## config.mk

```make
export PLATFORM = sky130hd
export DESIGN_NAME = fastbconv_q_to_bba_seq
export DESIGN_NICKNAME = d
export VERILOG_FILES = /design/src/rtl/fastbconv_q_to_bba_seq.sv
export SDC_FILE = /design/constraint.sdc
export NUM_CORES = 1
export LEC_CHECK = 0
export ABC_AREA = 1
export BUFFER_PORTS_ARGS = -buffer_cell sky130_fd_sc_hd__buf_2
export CORE_UTILIZATION = 65
export DETAILED_ROUTE_END_ITERATION = 8
export HOLD_SLACK_MARGIN = 0.03
export PLACE_DENSITY_LB_ADDON = 0.2
export SYNTH_ARGS = -nofsm -noshare
export SYNTH_HDL_FRONTEND = slang
export SYNTH_SLANG_ARGS = --single-unit
```

## constraint.sdc

```tcl
create_clock -name clk -period 17.85 [get_ports clk]
set_clock_uncertainty 0.2 [all_clocks]
set_input_delay 2.6775 -clock clk [delete_from_list [all_inputs] [get_ports clk]]
set_output_delay 2.6775 -clock clk [all_outputs]
set_load 0.05 [all_outputs]
```

## src/rtl/fastbconv_q_to_bba_seq.sv

```systemverilog
// -----------------------------------------------------------------------------
// fastbconv_q_to_bba_seq
//
// Sequential fast base extension from the q basis to the B u Ba basis.
// For every slot k and every output prime p_j it computes
//
//   out[k][j] = ( sum_i [x[k][i] * qhat_inv_i mod q_i] * (qhat_i mod p_j) ) mod p_j
//
// which is the approximate lift x + alpha*Q with 0 <= alpha < IN_BASIS_LEN.
// No correction of alpha is applied.
//
// Scheduling:
// - All slots are processed in parallel.
// - The q residues are folded in one per cycle through a single
//   multiply/reduce lane per (slot, output prime).
// - One job is in flight at a time, with no skid path.
// - From the input handshake cycle, out_valid is seen IN_BASIS_LEN+2 cycles
//   later.
// - With out_ready held high, a new job starts every IN_BASIS_LEN+3 cycles.
//
// Ports:
//   clk             rising-edge clock
//   reset           asynchronous, active-low reset
//   in_valid        input_RNSpoly is valid
//   in_ready        block can accept a job (high only in IDLE)
//   input_RNSpoly   [N_SLOTS][IN_BASIS_LEN] residues, each < q_i
//   out_valid       output_RNSpoly is valid (held until out_ready)
//   out_ready       consumer accepts the output
//   output_RNSpoly  [N_SLOTS][OUT_BASIS_LEN] residues, each < p_j, registered
// -----------------------------------------------------------------------------
module fastbconv_q_to_bba_seq #(
  parameter int N_SLOTS       = 2,
  parameter int IN_BASIS_LEN  = 2,
  parameter int OUT_BASIS_LEN = 3,
  parameter int PRIME_BITS    = 5,
  parameter int IN_BASIS       [IN_BASIS_LEN]                = '{17, 19},
  parameter int OUT_BASIS      [OUT_BASIS_LEN]               = '{23, 29, 31},
  parameter int QHAT_INV_MOD_Q [IN_BASIS_LEN]                = '{9, 9},
  parameter int QHAT_MOD_OUT   [IN_BASIS_LEN][OUT_BASIS_LEN] = '{'{19, 19, 19},
                                                                 '{17, 17, 17}}
) (
  input  logic                                                   clk,
  input  logic                                                   reset,
  input  logic                                                   in_valid,
  output logic                                                   in_ready,
  input  logic [N_SLOTS-1:0][IN_BASIS_LEN-1:0][PRIME_BITS-1:0]  input_RNSpoly,
  output logic                                                   out_valid,
  input  logic                                                   out_ready,
  output logic [N_SLOTS-1:0][OUT_BASIS_LEN-1:0][PRIME_BITS-1:0] output_RNSpoly
);

  localparam int W     = PRIME_BITS;
  localparam int W2    = 2 * PRIME_BITS;
  localparam int CNT_W = (IN_BASIS_LEN > 1) ? $clog2(IN_BASIS_LEN) : 1;
  localparam logic [CNT_W-1:0] LAST_IDX = CNT_W'(IN_BASIS_LEN - 1);

  typedef enum logic [1:0] {
    IDLE  = 2'd0,
    SCALE = 2'd1,
    ACCUM = 2'd2,
    DONE  = 2'd3
  } state_t;

  state_t state_reg;
  logic   in_ready_reg;
  logic   out_valid_reg;
  logic [CNT_W-1:0] i_cnt_reg;

  // Captured input residues, scaled residues y, and accumulators.
  logic [N_SLOTS-1:0][IN_BASIS_LEN-1:0][W-1:0]  x_reg;
  logic [N_SLOTS-1:0][IN_BASIS_LEN-1:0][W-1:0]  y_reg;
  logic [N_SLOTS-1:0][IN_BASIS_LEN-1:0][W-1:0]  y_next;
  logic [N_SLOTS-1:0][OUT_BASIS_LEN-1:0][W-1:0] acc_reg;
  logic [N_SLOTS-1:0][OUT_BASIS_LEN-1:0][W-1:0] acc_next;
  logic [N_SLOTS-1:0][OUT_BASIS_LEN-1:0][W-1:0] out_reg;

  // Operands of the current fold step, selected by i_cnt.
  logic [N_SLOTS-1:0][W-1:0]       y_sel;
  logic [OUT_BASIS_LEN-1:0][W-1:0] q_sel;

  assign in_ready       = in_ready_reg;
  assign out_valid      = out_valid_reg;
  assign output_RNSpoly = out_reg;

  // ---------------------------------------------------------------------------
  // Scale stage: y[k][i] = x[k][i] * qhat_inv_i mod q_i.
  // The product is kept at full 2W width before reduction.
  // ---------------------------------------------------------------------------
  genvar gk, gi, gj;
  generate
    for (gk = 0; gk < N_SLOTS; gk++) begin : g_scale_slot
      for (gi = 0; gi < IN_BASIS_LEN; gi++) begin : g_scale_res
        logic [W2-1:0] prod;
        assign prod = W2'(x_reg[gk][gi]) * W2'(QHAT_INV_MOD_Q[gi]);
        assign y_next[gk][gi] = W'(prod % W2'(IN_BASIS[gi]));
      end
    end
  endgenerate

  // ---------------------------------------------------------------------------
  // Operand selection for the fold step.
  // - Explicit compare-and-pick loops keep the selects in range for any
  //   IN_BASIS_LEN, including non-powers of two.
  // - The qhat-mod-p constants form a small ROM indexed by i_cnt.
  // ---------------------------------------------------------------------------
  always_comb begin
    for (int k = 0; k < N_SLOTS; k++) begin
      y_sel[k] = '0;
      for (int i = 0; i < IN_BASIS_LEN; i++) begin
        if (i_cnt_reg == CNT_W'(i)) begin
          y_sel[k] = y_reg[k][i];
        end
      end
    end
    for (int j = 0; j < OUT_BASIS_LEN; j++) begin
      q_sel[j] = '0;
      for (int i = 0; i < IN_BASIS_LEN; i++) begin
        if (i_cnt_reg == CNT_W'(i)) begin
          q_sel[j] = W'(QHAT_MOD_OUT[i][j]);
        end
      end
    end
  end

  // ---------------------------------------------------------------------------
  // Fold step: acc = (acc + y_i * qhat_i_mod_p) mod p, per slot and per prime.
  // - acc < p and the product < 2^(2W), so the sum fits in 2W+1 bits.
  // - Reducing every cycle keeps acc < p_j, even for out-of-range inputs.
  // ---------------------------------------------------------------------------
  generate
    for (gk = 0; gk < N_SLOTS; gk++) begin : g_acc_slot
      for (gj = 0; gj < OUT_BASIS_LEN; gj++) begin : g_acc_prime
        logic [W2-1:0] prod;
        logic [W2:0]   sum;
        assign prod = W2'(y_sel[gk]) * W2'(q_sel[gj]);
        assign sum  = {1'b0, prod} + (W2+1)'(acc_reg[gk][gj]);
        assign acc_next[gk][gj] = W'(sum % (W2+1)'(OUT_BASIS[gj]));
      end
    end
  endgenerate

  // ---------------------------------------------------------------------------
  // Control FSM.
  // - All handshake outputs are registered.
  // - in_ready is raised on the same edge that completes the output
  //   handshake.
  // - A new job can therefore be accepted one cycle after the transfer.
  // ---------------------------------------------------------------------------
  always_ff @(posedge clk or negedge reset) begin
    if (!reset) begin
      state_reg     <= IDLE;
      in_ready_reg  <= 1'b1;
      out_valid_reg <= 1'b0;
      i_cnt_reg     <= '0;
      x_reg         <= '0;
      y_reg         <= '0;
      acc_reg       <= '0;
      out_reg       <= '0;
    end else begin
      case (state_reg)
        IDLE: begin
          if (in_valid && in_ready_reg) begin
            x_reg        <= input_RNSpoly;
            in_ready_reg <= 1'b0;
            state_reg    <= SCALE;
          end
        end

        SCALE: begin
          y_reg     <= y_next;
          acc_reg   <= '0;
          i_cnt_reg <= '0;
          state_reg <= ACCUM;
        end

        ACCUM: begin
          acc_reg <= acc_next;
          if (i_cnt_reg == LAST_IDX) begin
            // The last fold result goes straight to the output register,
            // so DONE begins with valid data.
            out_reg       <= acc_next;
            out_valid_reg <= 1'b1;
            state_reg     <= DONE;
          end else begin
            i_cnt_reg <= i_cnt_reg + 1'b1;
          end
        end

        DONE: begin
          if (out_ready) begin
            out_valid_reg <= 1'b0;
            in_ready_reg  <= 1'b1;
            state_reg     <= IDLE;
          end
        end

        default: begin
          state_reg     <= IDLE;
          in_ready_reg  <= 1'b1;
          out_valid_reg <= 1'b0;
        end
      endcase
    end
  end

endmodule

```

==> impl_results.md <==
- Wire length of the first global-routing pass: ~54000 um
- Multi-input gate area in the final layout: 10160 um2
- Worst hold path stage count: 2
- Reg-to-reg setup timing slack: 10100 ps
- Deepest level of the CTS H-tree: 3
- Buffers inserted during post-CTS setup optimization: 0
- Synth area leader: sky130_fd_sc_hd__nand2_1
- Netlist area before placement: 14130 um2
- Cell count after synthesis: between 2000 and 2500
- Max incr delay on CP: around 940 ps
- Number of fill cells: between 1500 and 2000
- Post-synth net total: ~2400
- Core box area: roughly 21000 um2
- I/O Buffers: between 50 and 60
- TritonCTS clock tree: built
- Critical path fanouts, max: 32
- Crit Path Class: flop to flop
- Cts bufs inserted: 9
- Sinks on Clock Net: ~110
- Number of hold violations in the final report: 0
- Drt total wl: 31040 um
- Count of warnings emitted by yosys: 0
- Count of inserted antenna diode cells: 0
- CP Launch Type: flop
- Critical path capture point type: flop
- Ratio of cells with drive above 1 in the final layout: 0.1384
- Worst Reg2Reg Path Length in Cells: between 40 and 50
- Vertical die dimension: around 150 um
- Most frequently used flop master after synthesis: sky130_fd_sc_hd__dfrtp_1
- Max-cap violations: 0
- Count of final max-slew check failures: 0
- Largest net degree at the start of global routing: 64
- Starting density of the core: 0.6678
- Async SR Flop Fraction: 1.000
- Number of antenna violations at the first check in global routing: 0
- Max-slew headroom at the worst pin: 0.1631
- Arr. time, crit path: 7860 ps
- Timing-limited maximum frequency: 0.1290 GHz
- Sequential element share of the synthesized area: 0.1861
- Vias: around 14000
- # setup viols final: 0
- Post-route core utilization: 0.7069
- Dominant cells by area after synthesis: sky130_fd_sc_hd__nand2_1, sky130_fd_sc_hd__dfrtp_1, sky130_fd_sc_hd__ha_1, sky130_fd_sc_hd__nand3_1, sky130_fd_sc_hd__inv_1
- CTS resizes: 0
- Clock period minus final worst setup slack: approximately 7800 ps
- Die extent in x: about 150 um
- Die Outline Area: between 20000 and 25000 um2
- Number of ports placed on the die boundary: 56
- Count of unique library cells instantiated by Yosys: 58
- Total placed instance area: approximately 15000 um2
- Row count: 53
- Clock transition at the registers of the reported paths: 80 ps
- Net count reported at finish: 2427
- Via count of the first global-routing pass: approximately 13000
- Number of antenna-violating nets in the routed design: 0
- Number of detailed-routing iterations run before antenna repair: 6
- Unrepaired setup endpoints after global routing: no
- Fin Setup TNS: 0 ps
- Fraction of post-synthesis cell area in the top cell type by area: 0.2019
- Drc violations: 0
- Endpoint, Worst Hold: output_RNSpoly[3]
- R2R Path End: acc_reg[2]
- EDFF count, synth: 0
- CP most frequent cell: sky130_fd_sc_hd__nand2_4
- Avg Vias per Cell: approximately 5.4
- Actual transition at the worst max-transition pin: 1252 ps
- Starting DRC count in detailed routing: 660
- Mean instance size in the synthesized netlist: about 6.3 um2
- Register Area: approximately 2600 um2
- Outcome: finished clean
- Tightest Hold Check Type: flop to flop
- Routability Congestion: around 0.92
- Crit path max-delay cell type: sky130_fd_sc_hd__o21ai_0
- Crit path required time: between 15000 and 20000 ps
- Crit Reg-Reg Startpoint: i_cnt_reg
- Total GRT Usage: 0.2877
- Routed wirelength normalized by instance count: roughly 12 um
- Worst-skew pair later-pin latency: 370 ps
- Count leader, synth: sky130_fd_sc_hd__nand2_1
- Overflow left after global routing: 0
- Post-synthesis to final-layout area growth: 5.863%
- Half-perimeter wire length after placement: between 20000 and 25000 um
- Commonest cells in the synthesized netlist: sky130_fd_sc_hd__nand2_1, sky130_fd_sc_hd__inv_1, sky130_fd_sc_hd__nand3_1
- Cell area after layout: around 15000 um2
- Post-route clock period utilization: 0.4343
- Post-synthesis register bit count: roughly 110
- Worst Hold Launch: output_RNSpoly[3]
- Maximum number of buffers from clock root to sink: 2
- Total of hold buffers inserted after clock tree synthesis: 0
- Cell at the root of the clock tree: sky130_fd_sc_hd__clkbuf_16
layer usage:
layer	global-route usage	wire length (um)	vias to the layer above
met5	0	0	-
met4	0.06173	457	0
met3	0.03598	1256	38
met2	0.5204	14990	278
met1	0.3624	14330	6225
li1	-	-	7211
logic make-up (layout without fill, tap and decap cells):
kind of cell,Yosys count,in the layout,share of synthesized area
DFF,105,105,0.1861
xor gates and xnor gates,116,116,0.07458
muxes,9,9,0.007175
adders and majority gates,118,118,0.1109
buffers and inverters,345,397,0.09451
and+or+nand+nor,1341,1341,0.4405
AOI/OAI and AO/OA,204,204,0.08627
stage by stage:
step,hold WS [ps],instances,setup WS (ps)
3_5_place_dp,261.4,2549,10170
4_1_cts,281.9,2565,10120
3_3_place_gp,257.0,2549,10320
2_1_floorplan,248.8,2238,11530
6_report,279.2,2565,10100
5_1_grt,299.9,2565,9406
worst max-delay path: cells and delay by family (launching register included):
family | cells | cell delay (ps)
DFF | 1 | 680
and+or+nand+nor | 36 | 3380
buffers and inverters | 3 | 220
xor gates and xnor gates | 1 | 420
adders and majority gates | 5 | 1600
AOI/OAI and AO/OA | 3 | 1160
cells in the final DEF (no fill, tap or decap), types with 26 or more instances in the layout:
cell type | synthesis | routed
sky130_fd_sc_hd__a21oi_1 | 60 | 60
sky130_fd_sc_hd__buf_2 | 0 | 54
sky130_fd_sc_hd__dfrtp_1 | 104 | 104
sky130_fd_sc_hd__ha_1 | 106 | 106
sky130_fd_sc_hd__inv_1 | 286 | 286
sky130_fd_sc_hd__inv_2 | 30 | 30
sky130_fd_sc_hd__nand2_1 | 760 | 760
sky130_fd_sc_hd__nand2_2 | 93 | 93
sky130_fd_sc_hd__nand2_4 | 27 | 27
sky130_fd_sc_hd__nand3_1 | 219 | 219
sky130_fd_sc_hd__nand4_1 | 26 | 26
sky130_fd_sc_hd__nor2_1 | 116 | 116
sky130_fd_sc_hd__o21ai_0 | 59 | 59
sky130_fd_sc_hd__o21ai_1 | 34 | 34
sky130_fd_sc_hd__xnor2_1 | 28 | 28
sky130_fd_sc_hd__xor2_1 | 83 | 83
worst max path at each step:
stage,startpoint,end,slack [ps]
after floorplan,i_cnt_reg,acc_reg[0],11530
after global placement,i_cnt_reg,acc_reg[3],10320
after detailed placement,i_cnt_reg,output_RNSpoly[3],10170
after CTS,i_cnt_reg,output_RNSpoly[3],10120
after global routing,i_cnt_reg,acc_reg[8],9410
final,i_cnt_reg,acc_reg[2],10100
layout make-up:
class | instances | share of cell area
clock buffer | 9 | 0.01506
clock inverter | 7 | 0.005271
inverter | 324 | 0.08174
multi-input combinational | 1788 | 0.6796
sequential | 105 | 0.1758
tap | 275 | 0.02301
timing repair buffer | 57 | 0.01958
Power is not shown: default switching activity piles up to over one toggle a cycle in this logic, so the estimate is an artifact.
